`src/rtl/cpu_clk_pkg.sv`:
```
// Shared encodings for the CPU clock-enable controller: FSM states, debug modes, phase width.
// Combinational helpers only; no latency, no flow control.
package cpu_clk_pkg;

    localparam logic [1:0] ST_RST_HOLD = 2'd0;
    localparam logic [1:0] ST_RUN      = 2'd1;
    localparam logic [1:0] ST_STEP     = 2'd2;
    localparam logic [1:0] ST_HALT     = 2'd3;

    localparam logic [1:0] MODE_RUN    = 2'd0;
    localparam logic [1:0] MODE_STEP   = 2'd1;
    localparam logic [1:0] MODE_HALT   = 2'd2;

    // Phase register width; a divide-by-1 still keeps a one-bit (constant 0) phase.
    function automatic int pw_of(input int div);
        return (div <= 2) ? 1 : $clog2(div);
    endfunction

endpackage

```
`src/rtl/clk_en_divider.sv`:
```
// Free-running phase counter 0..DIV-1 with a combinational wrap strobe on the DIV-1 -> 0 edge.
// Wrap is valid in the same cycle phase reads DIV-1; no backpressure, counts every cycle.
module clk_en_divider
    import cpu_clk_pkg::*;
#(
    parameter int DIV = 2,
    parameter int PW  = pw_of(DIV)
) (
    input  logic          clock,
    input  logic          resetn,
    output logic          wrap,
    output logic [PW-1:0] phase
);

    localparam logic [PW-1:0] LAST = PW'(DIV - 1);

    assign wrap = (phase == LAST);

    always_ff @(posedge clock) begin
        if (!resetn) begin
            phase <= '0;
        end else if (wrap) begin
            phase <= '0;
        end else begin
            phase <= phase + 1'b1;
        end
    end

endmodule

```
`src/rtl/cpu_clock_ctrl.sv`:
```
// Core clock-enable generator: sequenced core reset, run/step/halt debug modes, retired-cycle count.
// core_en is registered one cycle after the qualifying wrap edge; no backpressure, free-running.
module cpu_clock_ctrl
    import cpu_clk_pkg::*;
#(
    parameter int DIV      = 2,
    parameter int RST_HOLD = 4,
    parameter int CNT_W    = 32,
    localparam int PW      = pw_of(DIV)
) (
    input  logic             clock,
    input  logic             resetn,
    input  logic [1:0]       mode,
    input  logic             step,
    output logic             core_en,
    output logic             core_resetn,
    output logic [PW-1:0]    phase,
    output logic [1:0]       state,
    output logic [CNT_W-1:0] cycle_count
);

    logic       wrap;
    logic [7:0] hold_cnt;
    logic       step_q;
    logic       armed;

    logic [1:0] mode_st;
    logic [1:0] nxt_state;
    logic       step_rise;
    logic       hold_done;
    logic       en_nxt;
    logic       consume;
    logic       armed_nxt;

    clk_en_divider #(
        .DIV (DIV),
        .PW  (PW)
    ) u_div (
        .clock  (clock),
        .resetn (resetn),
        .wrap   (wrap),
        .phase  (phase)
    );

    always_comb begin
        case (mode)
            MODE_RUN:  mode_st = ST_RUN;
            MODE_STEP: mode_st = ST_STEP;
            default:   mode_st = ST_HALT;
        endcase
    end

    assign step_rise = step & ~step_q;
    assign hold_done = (hold_cnt == 8'(RST_HOLD));

    always_comb begin
        nxt_state = state;
        en_nxt    = 1'b0;
        consume   = 1'b0;
        if (state == ST_RST_HOLD) begin
            // The exit edge only releases reset; it never carries a pulse of its own.
            if (hold_done) begin
                nxt_state = mode_st;
            end else begin
                en_nxt = wrap;
            end
        end else if (wrap) begin
            nxt_state = mode_st;
            consume   = (state == ST_STEP) && (mode_st == ST_STEP) && armed;
            en_nxt    = (mode_st == ST_RUN) || consume;
        end

        // A rise on the consuming wrap, or while already armed, is dropped.
        if (nxt_state != ST_STEP) begin
            armed_nxt = 1'b0;
        end else if (consume) begin
            armed_nxt = 1'b0;
        end else begin
            armed_nxt = armed | step_rise;
        end
    end

    always_ff @(posedge clock) begin
        if (!resetn) begin
            state       <= ST_RST_HOLD;
            core_en     <= 1'b0;
            core_resetn <= 1'b0;
            hold_cnt    <= 8'd0;
            step_q      <= 1'b0;
            armed       <= 1'b0;
            cycle_count <= '0;
        end else begin
            state       <= nxt_state;
            core_en     <= en_nxt;
            core_resetn <= (nxt_state != ST_RST_HOLD);
            step_q      <= step;
            armed       <= armed_nxt;
            if (state == ST_RST_HOLD && en_nxt) begin
                hold_cnt <= hold_cnt + 8'd1;
            end
            if (state != ST_RST_HOLD && en_nxt) begin
                cycle_count <= cycle_count + 1'b1;
            end
        end
    end

endmodule

```
`config.mk`:
```
export PLATFORM = sky130hd
export DESIGN_NAME = cpu_clock_ctrl
export DESIGN_NICKNAME = d
export VERILOG_FILES = /design/src/rtl/cpu_clk_pkg.sv /design/src/rtl/clk_en_divider.sv /design/src/rtl/cpu_clock_ctrl.sv
export SDC_FILE = /design/constraint.sdc
export NUM_CORES = 1
export LEC_CHECK = 0
export ABC_AREA = 1
export BUFFER_PORTS_ARGS = -buffer_cell sky130_fd_sc_hd__buf_4
export CAP_MARGIN = 40
export CORE_ASPECT_RATIO = 1.75
export CORE_MARGIN = 2
export CORE_UTILIZATION = 51
export DETAILED_ROUTE_END_ITERATION = 8
export GPL_TIMING_DRIVEN = 0
export PLACE_DENSITY = 0.87
export RECOVER_POWER = 50
export SYNTH_ARGS = -nofsm -noshare
export SYNTH_HDL_FRONTEND = slang
export SYNTH_SLANG_ARGS = --single-unit
```
`constraint.sdc`:
```
create_clock -name clock -period 1.3 [get_ports clock]
set_input_delay 0.195 -clock clock [delete_from_list [all_inputs] [get_ports clock]]
set_output_delay 0.195 -clock clock [all_outputs]
set_load 0.02 [all_outputs]
```
* Word level (Yosys, flattened, before mapping)
Cells that the tools add are included.
** Cells by class
- Add/sub/neg operators :: 3
- Equal/unequal tests :: 6
- Multiplexer cells :: 9
- Bitwise logic cells :: 4
- Reduce and logical (&&, ||, !) cells :: 11
** Operators with widths (number)
- adder 32 x 1 -> 32 bit, second input constant :: 1
- adder 8 x 1 -> 8 bit, second input constant :: 1
- equality test 8 x 3 -> 1 bit, second input constant :: 1
- two-way mux 2 bit :: 3
- two-way mux 1 bit :: 5
- equality test 2 x 1 -> 1 bit, second input constant :: 2
- equality test 2 bit, second input constant :: 2
- logical AND 1 bit :: 4
- logical NOT 2 bit :: 2
- case mux 2 bit (2 select lines) :: 1
- nonzero test 2 bit :: 2
- OR reduction 3 bit :: 1
- != test 2 bit, second input constant :: 1
- inverter 1 bit :: 2
- OR reduction 2 bit :: 1
- adder 1 bit, second input constant :: 1
- AND 1 bit :: 1
- logical OR 1 bit :: 1
- bitwise OR 1 bit :: 1
** Storage, ports and cells
- Bits in registers :: 47
- Bits of input ports :: 5
- Output and inout bits :: 37
- Word-level logic and storage cells :: 41

* Logic depth before layout (Yosys ltp)
Gate-level depths: netlist of the first run.
- Depth after elaboration :: 9
- Depth in mapped cells :: 10
- Mapped depth without buffers :: 10

* By module
A second synthesis of the first run with hierarchy kept.
** Unflattened totals
- Cells, all modules :: 410
- Area, all modules :: 2711.4 µm²
** By module, submodules not included
- cpu_clock_ctrl :: instances 1, cells an instance 406, area each 2673.8 µm²
- clk_en_divider :: instances 1, cells an instance 4, area each 37.5 µm²

* Worst setup path after synthesis of the first run
No wires, ideal clock.
- Path kind :: register to register
- Start point :: register cycle_count[1]
- End point :: register cycle_count[22]
- Library setup time :: 0.117 ns
- Arrival time :: 1.433 ns
- Required time :: 1.183 ns
- Setup slack :: -0.249 ns
- Cell stages (with the launch flop) :: 9
- Path buffers :: 0
- Clock period less this slack :: 1.549 ns
- Cells stage by stage :: dfxtp_1 > ha_1 > nand2_2 > nor2_4 > nand2_1 > nor2_2 > nand3_1 > nor3_1 > nor2_1
** Between the ends
- Word-level cells in the longest chain between the ends :: 1
** Ends and longest elaborated chain
- start: declaration :: RTL line cpu_clock_ctrl.sv:19 : output logic [CNT_W-1:0] cycle_count
- start signal: assignment :: RTL line cpu_clock_ctrl.sv:102 : cycle_count <= cycle_count + 1'b1;
- adder 32 x 1 -> 32 bit :: RTL line cpu_clock_ctrl.sv:102
No other way between the ends.
A chain may end at the register's enable or synchronous reset.

* Worst setup path after layout of the first run
- Start point :: register cycle_count[1]
- End point :: register cycle_count[28]
Same word-level chain as after synthesis.

==> impl_results.md, run 1 <==
- Status: finished with violations
- Failing checks: setup timing
- Worst slew pin tran: 0.780 ns
- GRT Total Usage: 27.4%
- Clk_lat worst skew: 0.32 ns
- Layout Nets: 484
- Comb power frac: 8.2%
- Setup ws final: -0.235 ns
- Max Cap Violations: 0
- Nature of the critical path startpoint: flip-flop
- Sw Share: 25.4%
- Switching power: 0.722 mW
- Drt via density: 5.86
- RSZ-0062 raised after global routing: true
- Cell variety after synth: 31
- Clk sink count: 47
- Int Pwr: 2.12 mW
- Commonest cells after routing, fill and taps aside: nand2_1 (83), nor2_1 (55), buf_4 (52)
- Num ports: 42
- Largest net degree at the start of global routing: 16
- Remaining DRCs: 0
- Achievable Freq: 651 MHz
- Worst hold path class: primary input to flip-flop
- Rel. slew slack: 48.0%
- Antenna Nets Post-Route: 0
- Clk_skew: 0.0179 ns
- H-tree depth: 2
- Maximum vdd drop: 0.831 mV
- Vias in the first global route: 2880
- DPL Wire Length: 5070 um
- Syn-to-layout area delta: 40.7%
- Commonest non-fill, non-tap cell in the layout: nand2_1
- Max-slew violations: 0
- Tcrit/Tclk final: 118%
- Worst R2R Setup Slack: -0.24 ns
- Num CTS Buffers: 5
- Worst-path maximum fanout: 5
- Clock-pin slew on the worst setup and hold paths: 0.11 ns
- First DRT Iteration DRCs: 179
- Initial antenna violation count: 0
- Final Hold Viols: 0
- Setup TNS: -3.49 ns
- YS warnings: 0
- Syn Std Cell Area: 0.00271 mm^2
- Post-synth top flop: dfxtp_1
- Gpl congestion: 0.851
- Worst Setup End Kind: flip-flop
- PwrDens: 744 mW/mm^2
- Port buffer count: 41
- GRT overflow: 0
- Drt wl/cell: 16.7 um
- Ys async rst share: 0%
- Worst hold margin: 0.0755 ns
- DRT Pass-1 Iters: 5
- Worst Path Arrival: 1.79 ns
- Static Leak: 1.63 nW
- Initial Util: 52.1%
- Tmin final: 1.54 ns
- Num rows: 35
- Root buf cell: clkbuf_8
- Sequential fraction of design power: 51.4%
- Core ar.: 0.00521 mm^2
- Number of synthesized register bits: 47
- CTS tree: done
- Number of flops mapped to enable cells by yosys: 0
- Die width: 59.1 um
- Global-route wire length before repair: 12600 um
- Die footprint: 0.00594 mm^2
- Clock power share: 40.3%
- Final setup viols: 36
- Ant. Diodes: 0
- Sequential share of the synthesized area: 34.7%
- Cells after Synth: 406
- WL final: 8900 um
- Crit Path Category: flip-flop to flip-flop
- DR vias: 3117
- Critical Path RT: 1.55 ns
- Synth Net Count: 414
- Die H: 100 um
- Layout cells sized above 1: 43.2%
- Clk buf depth: 2
- Mean post-synth cell area: 6.68 um^2
## power groups by stage
stage / sequential [mW] / combinational (mW) / clock, mW
6_report: 1.46 / 0.234 / 1.14
5_1_grt: 1.46 / 0.249 / 1.19
4_1_cts: 1.46 / 0.178 / 1.12
3_5_place_dp: 1.50 / 0.134 / 0
3_3_place_gp: 1.50 / 0.130 / 0
2_1_floorplan: 1.50 / 0.0773 / 0
## registers in the layout, summed over array words and instances, names as in the netlist
register / count
armed: 1
step_q: 1
cycle_count: 32
u_div.phase: 1
core_en: 1
state: 2
core_resetn: 1
hold_cnt: 8
## cell type report
type | instances | area (um^2)
multi-input combinational | 297 | 1850
sequential | 47 | 983
clock inverter | 3 | 43.8
inverter | 55 | 216
clock buffer | 5 | 68.8
timing repair buffer | 61 | 490
buffer | 9 | 91.3
fill | 375 | 1390
tap | 55 | 68.8
## path summary, 6_finish.rpt
| kind | start | end | depth (start not counted) |
|---|---|---|---|
| setup / recovery | cycle_count[1] | cycle_count[28] | 9 |
| hold / removal | step | step_q | 3 |
| setup reg to reg | cycle_count[1] | cycle_count[28] | 9 |
| hold reg to reg | hold_cnt[0] | hold_cnt[0] | 1 |
## metrics by stage
step	total power, mW	setup slack (ns)	area [um^2]	std cells	utilization (%)
detailed placement	1.63	-0.162	3130	502	60.1
CTS	2.76	-0.117	3550	524	68.0
finish	2.84	-0.235	3820	532	73.3
global route	2.90	-0.307	3820	532	73.3
global placement	1.63	-0.128	3130	502	60.1
floorplan	1.58	-0.0463	2760	406	-
## cell families after synthesis
group                      share of synthesized area [%]
xor gates and xnor gates                            1.29
buffers and inverters                               9.64
and+or+nand+nor                                     45.3
AOI/OAI and AO/OA                                   7.70
DFF                                                 34.7
adders and majority gates                           1.38
## per-layer routing
metal | GRT usage [%] | vias to the layer above | wire [um]
met5 | 0 | - | 0
met4 | 18.9 | 0 | 537
met3 | 4.49 | 59 | 555
met2 | 48.5 | 165 | 4660
met1 | 28.2 | 1457 | 3150
li1 | - | 1436 | -
## synthesized netlist by cell type (all sizes together) (2+ instances only)
library cell,number,area share [%]
xor2,4,1.3
nor3,8,1.7
and3,3,0.74
inv,55,7.6
nor3b,2,0.92
nand4,13,3.0
dfxtp,47,35
nand3,34,7.8
a21oi,23,4.4
buf,6,1.6
o21ai,13,2.4
clkbuf,3,0.42
ha,3,1.4
nand2,108,16
nor2,81,15
## critical path, stage by stage, from the launching register on
cell,delay [ns]
dfxtp_4,0.37
ha_4,0.16
nand2_4,0.06
nor2_4,0.21
nand3_4,0.15
nor2_4,0.21
nand3_2,0.10
nand2_2,0.07
nand2_2,0.05
nor2_1,0.08
## repair_timing
item,CTS,global route
buffers inserted,10,8
hold buffers,0,0
hold endpoints to repair,0,0
pin swaps,20,25
endpoints found under the setup margin,41,42
gates cloned,4,1
resized for setup,50,72
Note: power is estimated with default switching activity, not from simulation.
==> run 2: changes to the inputs <==
- ABC_AREA: 1 -> unset
- CORE_UTILIZATION: 51 -> 49
- PLACE_DENSITY: 0.87 -> 0.86
==> run 2 against run 1 <==
Effect of this change:
- the flow still finishes with violations (setup timing)
- critical path depth decreased by 3
- global-route usage increased by 7.6 points
- final cell count decreased by 24%
- power decreased by 10%
- first-iteration DRC count decreased by 37%
- utilization increased by 7.4 points
- largest power group unchanged
==> impl_results.md, run 2 <==
- Die width: 54.3 um
- Clk_lat worst skew: 0.31 ns
- Clk_skew: 0.0130 ns
- Port buffer count: 41
- Biggest registers after layout: cycle_count x32, hold_cnt x8, state x2
- Syn Std Cell Area: 0.00217 mm^2
- Tcrit/Tclk final: 144%
- Mean post-synth cell area: 8.90 um^2
- Layout Nets: 358
- Static Leak: 1.43 nW
- Clk buf depth: 2
- Initial antenna violation count: 0
- Ys async rst share: 0%
- Core ar.: 0.00432 mm^2
- Worst Setup End Kind: flip-flop
- PwrDens: 733 mW/mm^2
- GRT overflow: 0
- Top cells by count, synth: dfxtp_1 (47), nor2_1 (37), xor2_1 (21)
- Num ports: 42
- Num rows: 32
- Achievable Freq: 536 MHz
- Clk sink count: 47
- Cell variety after synth: 39
- Drt wl/cell: 21.9 um
- Clock-pin slew on the worst setup and hold paths: 0.09 ns
- Nature of the critical path startpoint: flip-flop
- Pre-CTS WS: -0.726 ns
- Status: finished with violations
- Hold Buf Count CTS: 0
- DPL Wire Length: 3810 um
- Commonest non-fill, non-tap cell in the layout: buf_4
- Antenna Nets Post-Route: 0
- Die footprint: 0.00500 mm^2
- Tmin final: 1.87 ns
- Num CTS Buffers: 5
- Remaining DRCs: 0
- Maximum vdd drop: 1.01 mV
- Drt via density: 6.25
- YS warnings: 0
- Util after Layout: 80.6%
- Commonest cells after routing, fill and taps aside: buf_4 (82), nor2_1 (32), dfxtp_1 (21)
- Worst slew pin tran: 0.585 ns
- Crit path largest cell delay: 0.45 ns
- H-tree depth: 2
- WL final: 8810 um
- Final setup viols: 44
- Syn-to-layout area delta: 60.6%
- Worst path slowest cell: or3_4
- Synth area leaders: dfxtp_1 (43%), xor2_1 (8.5%), nor2_1 (6.4%), nand4_1 (4.6%), a21oi_1 (3.7%)
- CTS tree: done
- Global-route wire length before repair: 12600 um
- Die H: 92.1 um
- Critical Path RT: 1.54 ns
- Largest net degree at the start of global routing: 14
- Max reg flops: 32
- RSZ-0062 raised after global routing: true
- Initial Util: 50.2%
- Number of flops mapped to enable cells by yosys: 0
- Worst-path maximum fanout: 4
- Failing checks: setup timing
- Synth top area share: 43.3%
- Root buf cell: clkbuf_8
- Rel. slew slack: 61.0%
- Total Power: 2.55 mW
- Largest area contributor in the netlist: dfxtp_1
- Sequential share of the synthesized area: 43.3%
- Post-synth top flop: dfxtp_1
- Max-slew violations: 0
- Setup ws final: -0.566 ns
- Top-count cell post-synth: dfxtp_1
- DRT Pass-1 Iters: 4
- Biggest register: cycle_count
- Max Cap Violations: 0
- Worst Path Arrival: 2.11 ns
- Number of synthesized register bits: 47
- Ant. Diodes: 0
- Vias in the first global route: 2554
- Crit Path Category: flip-flop to flip-flop
- Layout cells sized above 1: 52.4%
- DR vias: 2512
- Gpl congestion: 0.817
- Cells after Synth: 244
- GRT Total Usage: 35.0%
- Final Hold Viols: 0
- Synth Net Count: 252
- Worst hold path class: primary input to flip-flop
- First DRT Iteration DRCs: 112
- CP Cell Sequence: nand2b_4, a2111oi_4, buf_4, nand4_1, or3_4, a21oi_2
## run 2: changes by cell type after synthesis, sizes merged, moves of 7 or more
cell / before / now
nand3: 34 / 15
nor2: 81 / 38
nand2: 108 / 15
inv: 55 / 6
xor2: 4 / 21
xnor2: 0 / 7
a21oi: 23 / 16
## run 2: logic make-up after synthesis
family | synth area share [%]
AOI/OAI and AO/OA | 10.3
xor gates and xnor gates | 11.3
adders and majority gates | 1.73
buffers and inverters | 1.90
DFF | 43.3
muxes | 0.461
and+or+nand+nor | 31.0
## run 2: layer usage
metal	part of all wire, %	wire (um)	GRT usage [%]
met4	8.3	728	27.3
met5	0	0	0
met1	33	2930	34.1
met3	7.2	636	11.7
met2	51	4520	56.8
## run 2: per-stage QoR
step,cells,area [um^2],hold slack [ns],TNS [ns]
floorplan,244,2290,0.317,-9.62
global placement,336,2660,0.419,-16.05
detailed placement,336,2660,0.419,-17.52
CTS,392,3280,0.111,-11.47
global route,402,3490,0.114,-18.32
finish,402,3490,0.112,-16.00
## run 2: power by group
group	switching, mW	leakage, nW	internal, mW	total [mW]
clock	0.521	0.0422	0.379	0.900
sequential	0.00985	0.396	1.43	1.44
combinational	0.118	0.993	0.0998	0.217
total	0.648	1.43	1.91	2.55
## run 2: area by class of cell
class / count / area, um^2
multi-input cells: 187 / 1460
flip-flops and latches: 47 / 1010
fillers: 246 / 838
repair buffers: 98 / 808
clock buffers: 7 / 76.3
well taps: 51 / 63.8
plain buffers: 5 / 40.0
inverters: 6 / 22.5
clock inverters: 1 / 5.00
## run 2: final timing paths
kind / start / cells after the start / slack (ns) / endpoint
max: state[0] / 6 / -0.57 / cycle_count[19]
min: step / 2 / 0.11 / step_q
max reg2reg: state[0] / 6 / -0.57 / cycle_count[19]
min reg2reg: cycle_count[28] / 2 / 0.52 / cycle_count[28]
## run 2: timing repair
item | CTS | global route
gates cloned | 1 | 0
pin swaps | 31 | 15
endpoints found under the setup margin | 45 | 45
setup buffers | 47 | 10
gates resized for setup | 42 | 28
## run 2: critical path, delay by kind of cell, from the launching register on
family	cells	cell delay, ns
AND/OR/NAND/NOR	3	0.80
buffers and inverters	1	0.21
flip-flops	1	0.36
AO/OA/AOI/OAI	2	0.44
==> run 3: changes to the inputs <==
==> constraint.sdc (replaced) <==
create_clock -name clock -period 1.3 [get_ports clock]
set_input_delay 0.26 -clock clock [delete_from_list [all_inputs] [get_ports clock]]
set_output_delay 0.26 -clock clock [all_outputs]
set_load 0.02 [all_outputs]
==> run 3 against run 2 <==
Effect of this change:
- the flow still finishes with violations (setup timing)
- critical path type unchanged
- count of clock-buffer cells in the layout stayed put
- largest power group unchanged
- critical path depth is 1 higher
- register-to-register slack got worse by 0.05 ns
- sequential cell count unchanged
==> impl_results.md, run 3 (synthesis results as in run 2) <==
- Status: finished with violations
- Failing checks: setup timing
- Worst hold path class: primary input to flip-flop
- Drt via density: 6.40
- Hold Crit Depth: 2
- Biggest registers after layout: cycle_count x32, hold_cnt x8, state x2
- First DRT Iteration DRCs: 146
- Hold Buf Count CTS: 0
- Gpl congestion: 0.817
- GRT overflow: 0
- Clk buf depth: 2
- Die footprint: 0.00500 mm^2
- Worst slew pin tran: 0.623 ns
- Achievable Freq: 522 MHz
- Largest net degree at the start of global routing: 14
- Clock power share: 35.4%
- Setup ws final: -0.616 ns
- Final Non-Filler Cells: 405
- Setup TNS: -18.71 ns
- Pre-CTS WS: -0.752 ns
- Clk_skew: 0.0207 ns
- Num CTS Buffers: 5
- Rel. slew slack: 58.5%
- Core ar.: 0.00432 mm^2
- Worst Path Arrival: 2.11 ns
- PwrDens: 712 mW/mm^2
- RR Startpoint: cycle_count[8]
- Tmin final: 1.92 ns
- DRT Pass-1 Iters: 5
- Sequential fraction of design power: 55.7%
- Reg2reg path depth: 7
- Worst hold margin: 0.169 ns
- Final Hold Viols: 0
- Sw Share: 26.0%
- Static Leak: 1.49 nW
- Switching power: 0.672 mW
- Die H: 92.1 um
- Worst R2R Setup Slack: -0.62 ns
- Antenna Nets Post-Route: 0
- Tcrit/Tclk final: 147%
- Max Used Layer: met4
- Comb power frac: 8.9%
- CTS tree: done
- Commonest cells after routing, fill and taps aside: buf_4 (75), nor2_1 (32), buf_6 (25)
- Clk_lat worst skew: 0.32 ns
- Global-route wire length before repair: 12500 um
- GRT Total Usage: 34.8%
- Max reg flops: 32
- Commonest non-fill, non-tap cell in the layout: buf_4
- Placed Area: 0.00266 mm^2
- Clk sink count: 47
- Remaining DRCs: 0
- DPL Wire Length: 3810 um
- Biggest register: cycle_count
- Die width: 54.3 um
- Max-slew violations: 0
- Root buf cell: clkbuf_8
- Ant. Diodes: 0
- WL final: 9400 um
- Port buffer count: 41
- WL met3: 732 um
- DRT met1 WL: 3080 um
- Drt wl/cell: 23.2 um
- Syn-to-layout area delta: 67.2%
- DR vias: 2594
- Hold Startpoint: step
- Met2 wire length: 4870 um
- Final instance area: 0.00363 mm^2
- Int Pwr: 1.91 mW
- Critical Path RT: 1.49 ns
- Worst Setup End Kind: flip-flop
- Num ports: 42
- Nature of the critical path startpoint: flip-flop
- Layout Nets: 361
- Initial antenna violation count: 0
- Worst-path maximum fanout: 7
- Num rows: 32
- H-tree depth: 2
- Final setup viols: 45
- Util after Layout: 83.9%
- Maximum vdd drop: 0.821 mV
- Crit Path Category: flip-flop to flip-flop
- Reg2reg end: cycle_count[26]
- Initial Util: 50.2%
- Vias in the first global route: 2531
- Layout cells sized above 1: 55.1%
- Total Power: 2.59 mW
- Placed Cells: 336
- Worst Hold End: step_q
- Clock-pin slew on the worst setup and hold paths: 0.10 ns
- Fillers: 219
- Max Cap Violations: 0
- RSZ-0062 raised after global routing: true
-- run 3: cell count changes in the layout (fill, tap and decap cells not counted), moves of 3 or more --
| cell | before | now |
|---|---|---|
| buf_4 | 82 | 75 |
| buf_6 | 14 | 25 |
| nand2_2 | 5 | 2 |
| or4_1 | 4 | 1 |
| or4_4 | 0 | 3 |
-- run 3: power groups by stage --
stage / Sequential [mW] / Clock (mW) / Combinational, mW
global route: 1.44 / 0.944 / 0.242
finish: 1.44 / 0.915 / 0.231
CTS: 1.44 / 0.863 / 0.189
global placement: 1.48 / 0 / 0.123
detailed placement: 1.48 / 0 / 0.125
floorplan: 1.49 / 0 / 0.0776
-- run 3: worst max path at each step --
stage | start | endpoint | slack (ns) | cells past startpoint
floorplan | state[0] | cycle_count[30] | -0.39 | 5
global placement | mode[1] | cycle_count[12] | -0.67 | 7
detailed placement | mode[1] | cycle_count[23] | -0.75 | 7
CTS | state[0] | cycle_count[19] | -0.41 | 6
global route | cycle_count[9] | cycle_count[26] | -0.70 | 7
finish | cycle_count[8] | cycle_count[26] | -0.62 | 7
-- run 3: cell type report --
cell class	count	area, um^2	share of cell area, %
timing repair buffer	101	860	23.7
tap	51	63.8	1.76
sequential	47	1000	27.6
multi-input combinational	187	1560	42.9
buffer	5	40.0	1.10
clock inverter	1	5.00	0.138
clock buffer	7	76.3	2.10
inverter	6	25.0	0.689
-- run 3: worst max-delay path, cell delays in order, from the launching register on --
cell	delay [ns]
dfxtp_2	0.44
nand4_1	0.23
nor4_4	0.28
buf_4	0.20
nand3_2	0.12
buf_4	0.18
o21ai_1	0.23
a21oi_1	0.11
-- run 3: metal layers --
layer | vias up | track usage, %
met5 | - | 0
met4 | 0 | 25.0
met3 | 71 | 11.4
met2 | 189 | 58.1
met1 | 1247 | 33.3
li1 | 1087 | -
-- run 3: timing repair --
| item | in CTS | in global routing |
|---|---|---|
| endpoints found under the setup margin | 45 | 46 |
| gates cloned | 1 | 0 |
| setup buffers | 47 | 13 |
| hold endpoints to repair | 0 | 0 |
| resized for setup | 43 | 54 |
| pin swaps | 31 | 25 |
